==> config.mk <==
export PLATFORM = sky130hd
export DESIGN_NAME = instr_encoder_writer
export DESIGN_NICKNAME = d
export VERILOG_FILES = /design/src/rtl/rv32_pkg.sv /design/src/rtl/rv32_field_packer.sv /design/src/rtl/instr_encoder_writer.sv
export SDC_FILE = /design/constraint.sdc
export NUM_CORES = 1
export LEC_CHECK = 0
export BUFFER_PORTS_ARGS = -buffer_cell sky130_fd_sc_hd__buf_2
export CORE_ASPECT_RATIO = 1.5
export CORE_UTILIZATION = 40
export DETAILED_ROUTE_END_ITERATION = 10
export GPL_TIMING_DRIVEN = 0
export HOLD_SLACK_MARGIN = 0.15
export PLACE_DENSITY = 0.66
export SETUP_SLACK_MARGIN = 0.3
export SYNTH_ARGS = -nofsm -noshare
export SYNTH_HDL_FRONTEND = slang
export SYNTH_SLANG_ARGS = --single-unit
==> constraint.sdc <==
create_clock -name clk -period 6.07 [get_ports clk]
set_input_delay 1.821 -clock clk [delete_from_list [all_inputs] [get_ports clk]]
set_output_delay 1.821 -clock clk [all_outputs]
set_load 0.01 [all_outputs]
==> src/rtl/rv32_pkg.sv <==
// Shared RV32I encoding constants, instruction format enum and the writer FSM state type.
package rv32_pkg;

  localparam logic [6:0] OP_R      = 7'b0110011;
  localparam logic [6:0] OP_IMM    = 7'b0010011;
  localparam logic [6:0] OP_LOAD   = 7'b0000011;
  localparam logic [6:0] OP_JALR   = 7'b1100111;
  localparam logic [6:0] OP_SYSTEM = 7'b1110011;
  localparam logic [6:0] OP_STORE  = 7'b0100011;
  localparam logic [6:0] OP_BRANCH = 7'b1100011;
  localparam logic [6:0] OP_LUI    = 7'b0110111;
  localparam logic [6:0] OP_AUIPC  = 7'b0010111;
  localparam logic [6:0] OP_JAL    = 7'b1101111;

  typedef enum logic [2:0] {
    FMT_R, FMT_I, FMT_S, FMT_B, FMT_U, FMT_J, FMT_BAD
  } fmt_e;

  typedef enum logic {
    ST_ACCEPT = 1'b0,
    ST_FULL   = 1'b1
  } state_e;

  function automatic fmt_e fmt_of(input logic [6:0] op);
    fmt_e f;
    case (op)
      OP_R:                                  f = FMT_R;
      OP_IMM, OP_LOAD, OP_JALR, OP_SYSTEM:   f = FMT_I;
      OP_STORE:                              f = FMT_S;
      OP_BRANCH:                             f = FMT_B;
      OP_LUI, OP_AUIPC:                      f = FMT_U;
      OP_JAL:                                f = FMT_J;
      default:                               f = FMT_BAD;
    endcase
    return f;
  endfunction

endpackage

==> src/rtl/rv32_field_packer.sv <==
// Combinational RV32I field packer: fields plus immediate in, 32-bit instruction word and illegal flag out.
`timescale 1ns/1ps
module rv32_field_packer
  import rv32_pkg::*;
(
  input  logic [6:0]  opcode,
  input  logic [4:0]  rd,
  input  logic [2:0]  funct3,
  input  logic [4:0]  rs1,
  input  logic [4:0]  rs2,
  input  logic [6:0]  funct7,
  input  logic [31:0] imm,
  output logic [31:0] word,
  output logic        illegal
);

  fmt_e fmt;
  logic is_shift;

  assign fmt      = fmt_of(opcode);
  assign is_shift = (opcode == OP_IMM) && ((funct3 == 3'b001) || (funct3 == 3'b101));

  always_comb begin
    word    = '0;
    illegal = 1'b0;
    case (fmt)
      FMT_R: word = {funct7, rs2, rs1, funct3, rd, opcode};
      FMT_I: begin
        // Shift immediates carry funct7 in the upper bits and the shamt in imm[4:0].
        if (is_shift) word = {funct7, imm[4:0], rs1, funct3, rd, opcode};
        else          word = {imm[11:0], rs1, funct3, rd, opcode};
      end
      FMT_S: word = {imm[11:5], rs2, rs1, funct3, imm[4:0], opcode};
      FMT_B: word = {imm[12], imm[10:5], rs2, rs1, funct3, imm[4:1], imm[11], opcode};
      FMT_U: word = {imm[31:12], rd, opcode};
      FMT_J: word = {imm[20], imm[10:1], imm[11], imm[19:12], rd, opcode};
      default: illegal = 1'b1;
    endcase
  end

endmodule

==> src/rtl/instr_encoder_writer.sv <==
// Accepts instruction field sets over valid/ready, encodes them and writes the words
// sequentially into instruction memory one cycle later via an auto-incrementing pointer.
`timescale 1ns/1ps
module instr_encoder_writer
  import rv32_pkg::*;
#(
  parameter int unsigned ADDR_W    = 6,
  parameter int unsigned BASE_ADDR = 0
) (
  input  logic              clk,
  input  logic              reset,
  input  logic              in_valid,
  output logic              in_ready,
  input  logic [6:0]        opcode,
  input  logic [4:0]        rd,
  input  logic [2:0]        funct3,
  input  logic [4:0]        rs1,
  input  logic [4:0]        rs2,
  input  logic [6:0]        funct7,
  input  logic [31:0]       imm,
  input  logic              flush,
  output logic              mem_we,
  output logic [ADDR_W-1:0] mem_addr,
  output logic [31:0]       mem_wdata,
  output logic [ADDR_W:0]   count,
  output logic              full,
  output logic              err_illegal,
  output logic              state_dbg
);

  // Handshake: a field set transfers on a rising edge where in_valid && in_ready.
  // in_valid may be held; the source must keep fields stable until the transfer.

  localparam int unsigned     DEPTH_I = 2 ** ADDR_W;
  localparam logic [ADDR_W:0] DEPTH   = DEPTH_I[ADDR_W:0];
  localparam logic [ADDR_W-1:0] BASE  = BASE_ADDR[ADDR_W-1:0];

  state_e            state_q, state_d;
  logic [ADDR_W-1:0] ptr_q, ptr_d;
  logic [ADDR_W:0]   count_q, count_d;
  logic              we_q, we_d;
  logic [ADDR_W-1:0] addr_q, addr_d;
  logic [31:0]       wdata_q, wdata_d;
  logic              err_q, err_d;

  logic [31:0] pk_word;
  logic        pk_illegal;
  logic        accept;

  rv32_field_packer u_packer (
    .opcode  (opcode),
    .rd      (rd),
    .funct3  (funct3),
    .rs1     (rs1),
    .rs2     (rs2),
    .funct7  (funct7),
    .imm     (imm),
    .word    (pk_word),
    .illegal (pk_illegal)
  );

  assign in_ready = (state_q == ST_ACCEPT) && !reset;
  assign accept   = in_valid && in_ready;

  always_comb begin
    state_d = state_q;
    ptr_d   = ptr_q;
    count_d = count_q;
    we_d    = 1'b0;
    addr_d  = addr_q;
    wdata_d = wdata_q;
    err_d   = err_q | (accept & pk_illegal);
    // Flush beats a coincident transfer: the accepted word is dropped.
    if (flush) begin
      state_d = ST_ACCEPT;
      ptr_d   = BASE;
      count_d = '0;
    end else if (accept && !pk_illegal) begin
      we_d    = 1'b1;
      addr_d  = ptr_q;
      wdata_d = pk_word;
      ptr_d   = ptr_q + 1'b1;
      count_d = count_q + 1'b1;
      if (count_d == DEPTH) state_d = ST_FULL;
    end
  end

  always_ff @(posedge clk) begin
    if (reset) begin
      state_q <= ST_ACCEPT;
      ptr_q   <= BASE;
      count_q <= '0;
      we_q    <= 1'b0;
      addr_q  <= BASE;
      wdata_q <= '0;
      err_q   <= 1'b0;
    end else begin
      state_q <= state_d;
      ptr_q   <= ptr_d;
      count_q <= count_d;
      we_q    <= we_d;
      addr_q  <= addr_d;
      wdata_q <= wdata_d;
      err_q   <= err_d;
    end
  end

  assign mem_we      = we_q;
  assign mem_addr    = addr_q;
  assign mem_wdata   = wdata_q;
  assign count       = count_q;
  assign full        = (state_q == ST_FULL);
  assign err_illegal = err_q;
  assign state_dbg   = state_q;

endmodule

==> key figures <==
Setup path
  • CP Cell Sequence: buf_2 > buf_2 > nor4_4 > inv_2 > ha_1 > and3b_1 > a31o_2 > a211oi_1 > mux2_2 > a22oi_1 > nor2_1
  • Most used cell, CP: buf_2
  • Crit Path Class: in -> reg
  • Top delay family on crit path: compound AO/OA/AOI/OAI gates
  • R2R cell count: 7
  • Worst path required time: 6.26 ns
  • Startpoint of the worst register-to-register path: full
  • Reg2Reg Setup Slack: 4.04 ns
  • Crit path DAT: 4.95 ns
  • Startpoint Class: primary input
  • CP max stage delay: 0.75 ns
  • Slowest cell on the critical path: a211oi_1
  • Crit. End Element: register
  • Worst path bufs/invs: 3
  • Worst R2R End: mem_wdata[26]
  • Worst Path Max Fanout: 10

Die
  • DIE AREA: 7560 um^2
  • Initial Util: 41.8%
  • Die H: 106 um
  • Top Ports: 118
  • Core area: 6900 um^2
  • Die W: 71.3 um
  • # rows: 37

Place
  • Detail Placement HPWL: 6440 um
  • Port Buf Inserts: 114
  • Setup WS pre-CTS: 1.03 ns
  • RD Place Congestion: 0.865
  • DP Area: 3550 um^2

Detailed routing
  • Post-route DRC: 11
  • ANT nets after route: 0
  • Vias per cell: 5.73
  • Routed wire length per instance: 16.0 um
  • Total wire length: 8350 um
  • Via count: 2989
  • Iteration count of the initial detailed-routing pass: 11
  • Initial drt markers: 202

Synth
  • Ys Warns: 0
  • Post-Syn Instances: 322
  • Syn_area_per_cell: 8.95 um^2
  • Flops & latches, synth: 54
  • Post-synthesis sequential area ratio: 37.5%
  • Post-Syn Area: 2880 um^2
  • Post-synth ARST share: 0%
  • Most used DFF post-synth: dfxtp_1
  • Post-synth cell types: 63
  • Syn_nets: 394
  • EDFF count, synth: 0

Power
  • Worst vdd ir: 0.0000880 V
  • Static leakage: 1.55 nW
  • Pwr per Cell Area: 179 nW/um^2
  • Overall Power: 0.651 mW

STA
  • Max-slew violation count: 0
  • Tcrit/Tclk final: 78.4%
  • Final WS setup: 1.31 ns
  • F_max: 210 MHz
  • Final Setup Violations: 0
  • Final Critical Period: 4.76 ns
  • Setup TNS: 0 ns
  • Skew final: 0.00462 ns
  • Worst Tran Pin Value: 0.959 ns
  • RSZ-0062 raised after global routing: false
  • Slew margin rel.: 35.7%
  • Hold Fails Final Rpt: 0

Finish
  • Design area: 3650 um^2
  • ANT cells: 0
  • Most frequent cells in the layout: buf_2 (119), dfxtp_1 (54), nor2_1 (44), nand2_1 (33), a22oi_1 (16)
  • Share of cells above drive strength 1: 36.9%
  • Final nets: 515
  • Commonest non-fill, non-tap cell in the layout: buf_2
  • Final core utilization: 52.9%
  • Area Growth Syn to Fin: 26.5%

Global routing
  • Largest net degree at the start of global routing: 17
  • Total GRT Usage: 22.2%
  • First-pass GRT wire length: 13300 um
  • Initial antenna violation count: 0
  • Final global-route overflow total: 0
  • Vias in the first global route: 2798

Clock network
  • CTS Root Buffer Type: clkbuf_8
  • Worst-Skew Late Latency: 0.31 ns
  • Max clock buf depth: 2
  • CTS Hold Bufs: 0
  • Maximum level of the CTS H-tree: 2
  • Clock slew at reported path FFs: 0.10 ns
  • Clk sinks: 54
  • CTS Buf Count: 5
  • TritonCTS clock tree: built
  • Post CTS Setup Buffer Count: 0
  • Post-CTS resize count: 0

Status
  • Failing checks: DRC
  • Status: complete, but fails checks

Worst hold path
  • Hold Crit Depth: 2
  • Hold path startpoint: mem_wdata[20]
  • Hold Path Sink: mem_wdata[20]
  • Hold Path Class: reg -> reg

Run
  • Max Cap Viol: 0
worst reg2reg max path, stage by stage (launching register included):
cell,delay (ns)
dfxtp_1,0.35
nor2_1,0.17
nand2_1,0.15
or3_1,0.34
buf_6,0.17
buf_8,0.15
a2111oi_1,0.48
nor3_1,0.10
stage by stage:
step	instances	hold WS (ns)
2_1_floorplan	322	0.444
3_3_place_gp	514	0.436
3_5_place_dp	514	0.439
4_1_cts	522	0.453
5_1_grt	522	0.477
6_report	522	0.450
synthesized netlist by cell type (all sizes together), types with 3 or more instances:
library cell	instances	area, um^2
nand2b	3	18.8
nand2	33	124
a22oi	17	133
buf	16	141
mux2i	5	50.1
a32o	4	41.3
o21ai	13	65.1
mux2	10	113
dfxtp	54	1080
a222oi	8	80.1
nor3	11	65.1
nor2	45	185
a21oi	15	75.1
xor2	10	87.6
inv	6	22.5
nand3	6	30.0
a211oi	5	37.5
xnor2	4	35.0
clkbuf	4	15.0
ha	4	50.1
a31oi	4	25.0
or3	3	18.8
nand4	6	37.5
worst max path at each step:
| stage | to | depth (start not counted) | slack (ns) | from |
|---|---|---|---|---|
| 2_1_floorplan | mem_wdata[18] | 14 | 1.63 | opcode[5] |
| 3_3_place_gp | mem_wdata[26] | 13 | 0.95 | opcode[2] |
| 3_5_place_dp | mem_wdata[11] | 11 | 1.03 | opcode[2] |
| 4_1_cts | mem_wdata[11] | 11 | 1.36 | opcode[2] |
| 5_1_grt | mem_wdata[10] | 11 | 1.19 | opcode[2] |
| 6_report | mem_wdata[11] | 11 | 1.31 | opcode[2] |
metal layers:
metal	up-vias	share of wire, %	track usage (%)
li1	1438	-	-
met2	120	51	40.7
met4	0	3.0	10.0
met1	1414	40	24.4
met3	17	6.0	3.79
met5	-	0	0
where the power goes:
group / internal (mW) / switching, mW / leakage, nW
Combinational: 0.0352 / 0.0412 / 1.07
Sequential: 0.355 / 0.000716 / 0.435
Clock: 0.0947 / 0.124 / 0.0489
cell families after synthesis:
kind of cell	Yosys count	share of synthesized area (%)
compound gates	85	22.1
xor+xnor	14	4.25
fa+ha+maj	4	1.74
buf+inv	26	6.21
flops	54	37.5
mux	15	5.64
simple gates	124	22.5
cell type report:
class	instances	area, um^2
plain buffers	20	156
fillers	660	3250
clock buffers	7	86.3
well taps	78	97.6
inverters	6	22.5
multi-input cells	242	1620
repair buffers	114	571
clock inverters	1	8.76
flip-flops and latches	54	1080
sequential cells by signal, indices dropped and copies added (netlist names):
register / cells
count: 7
full: 1
mem_wdata: 32
mem_we: 1
mem_addr: 6
err_illegal: 1
ptr_q: 6
Note: power is estimated with default switching activity, not from simulation.
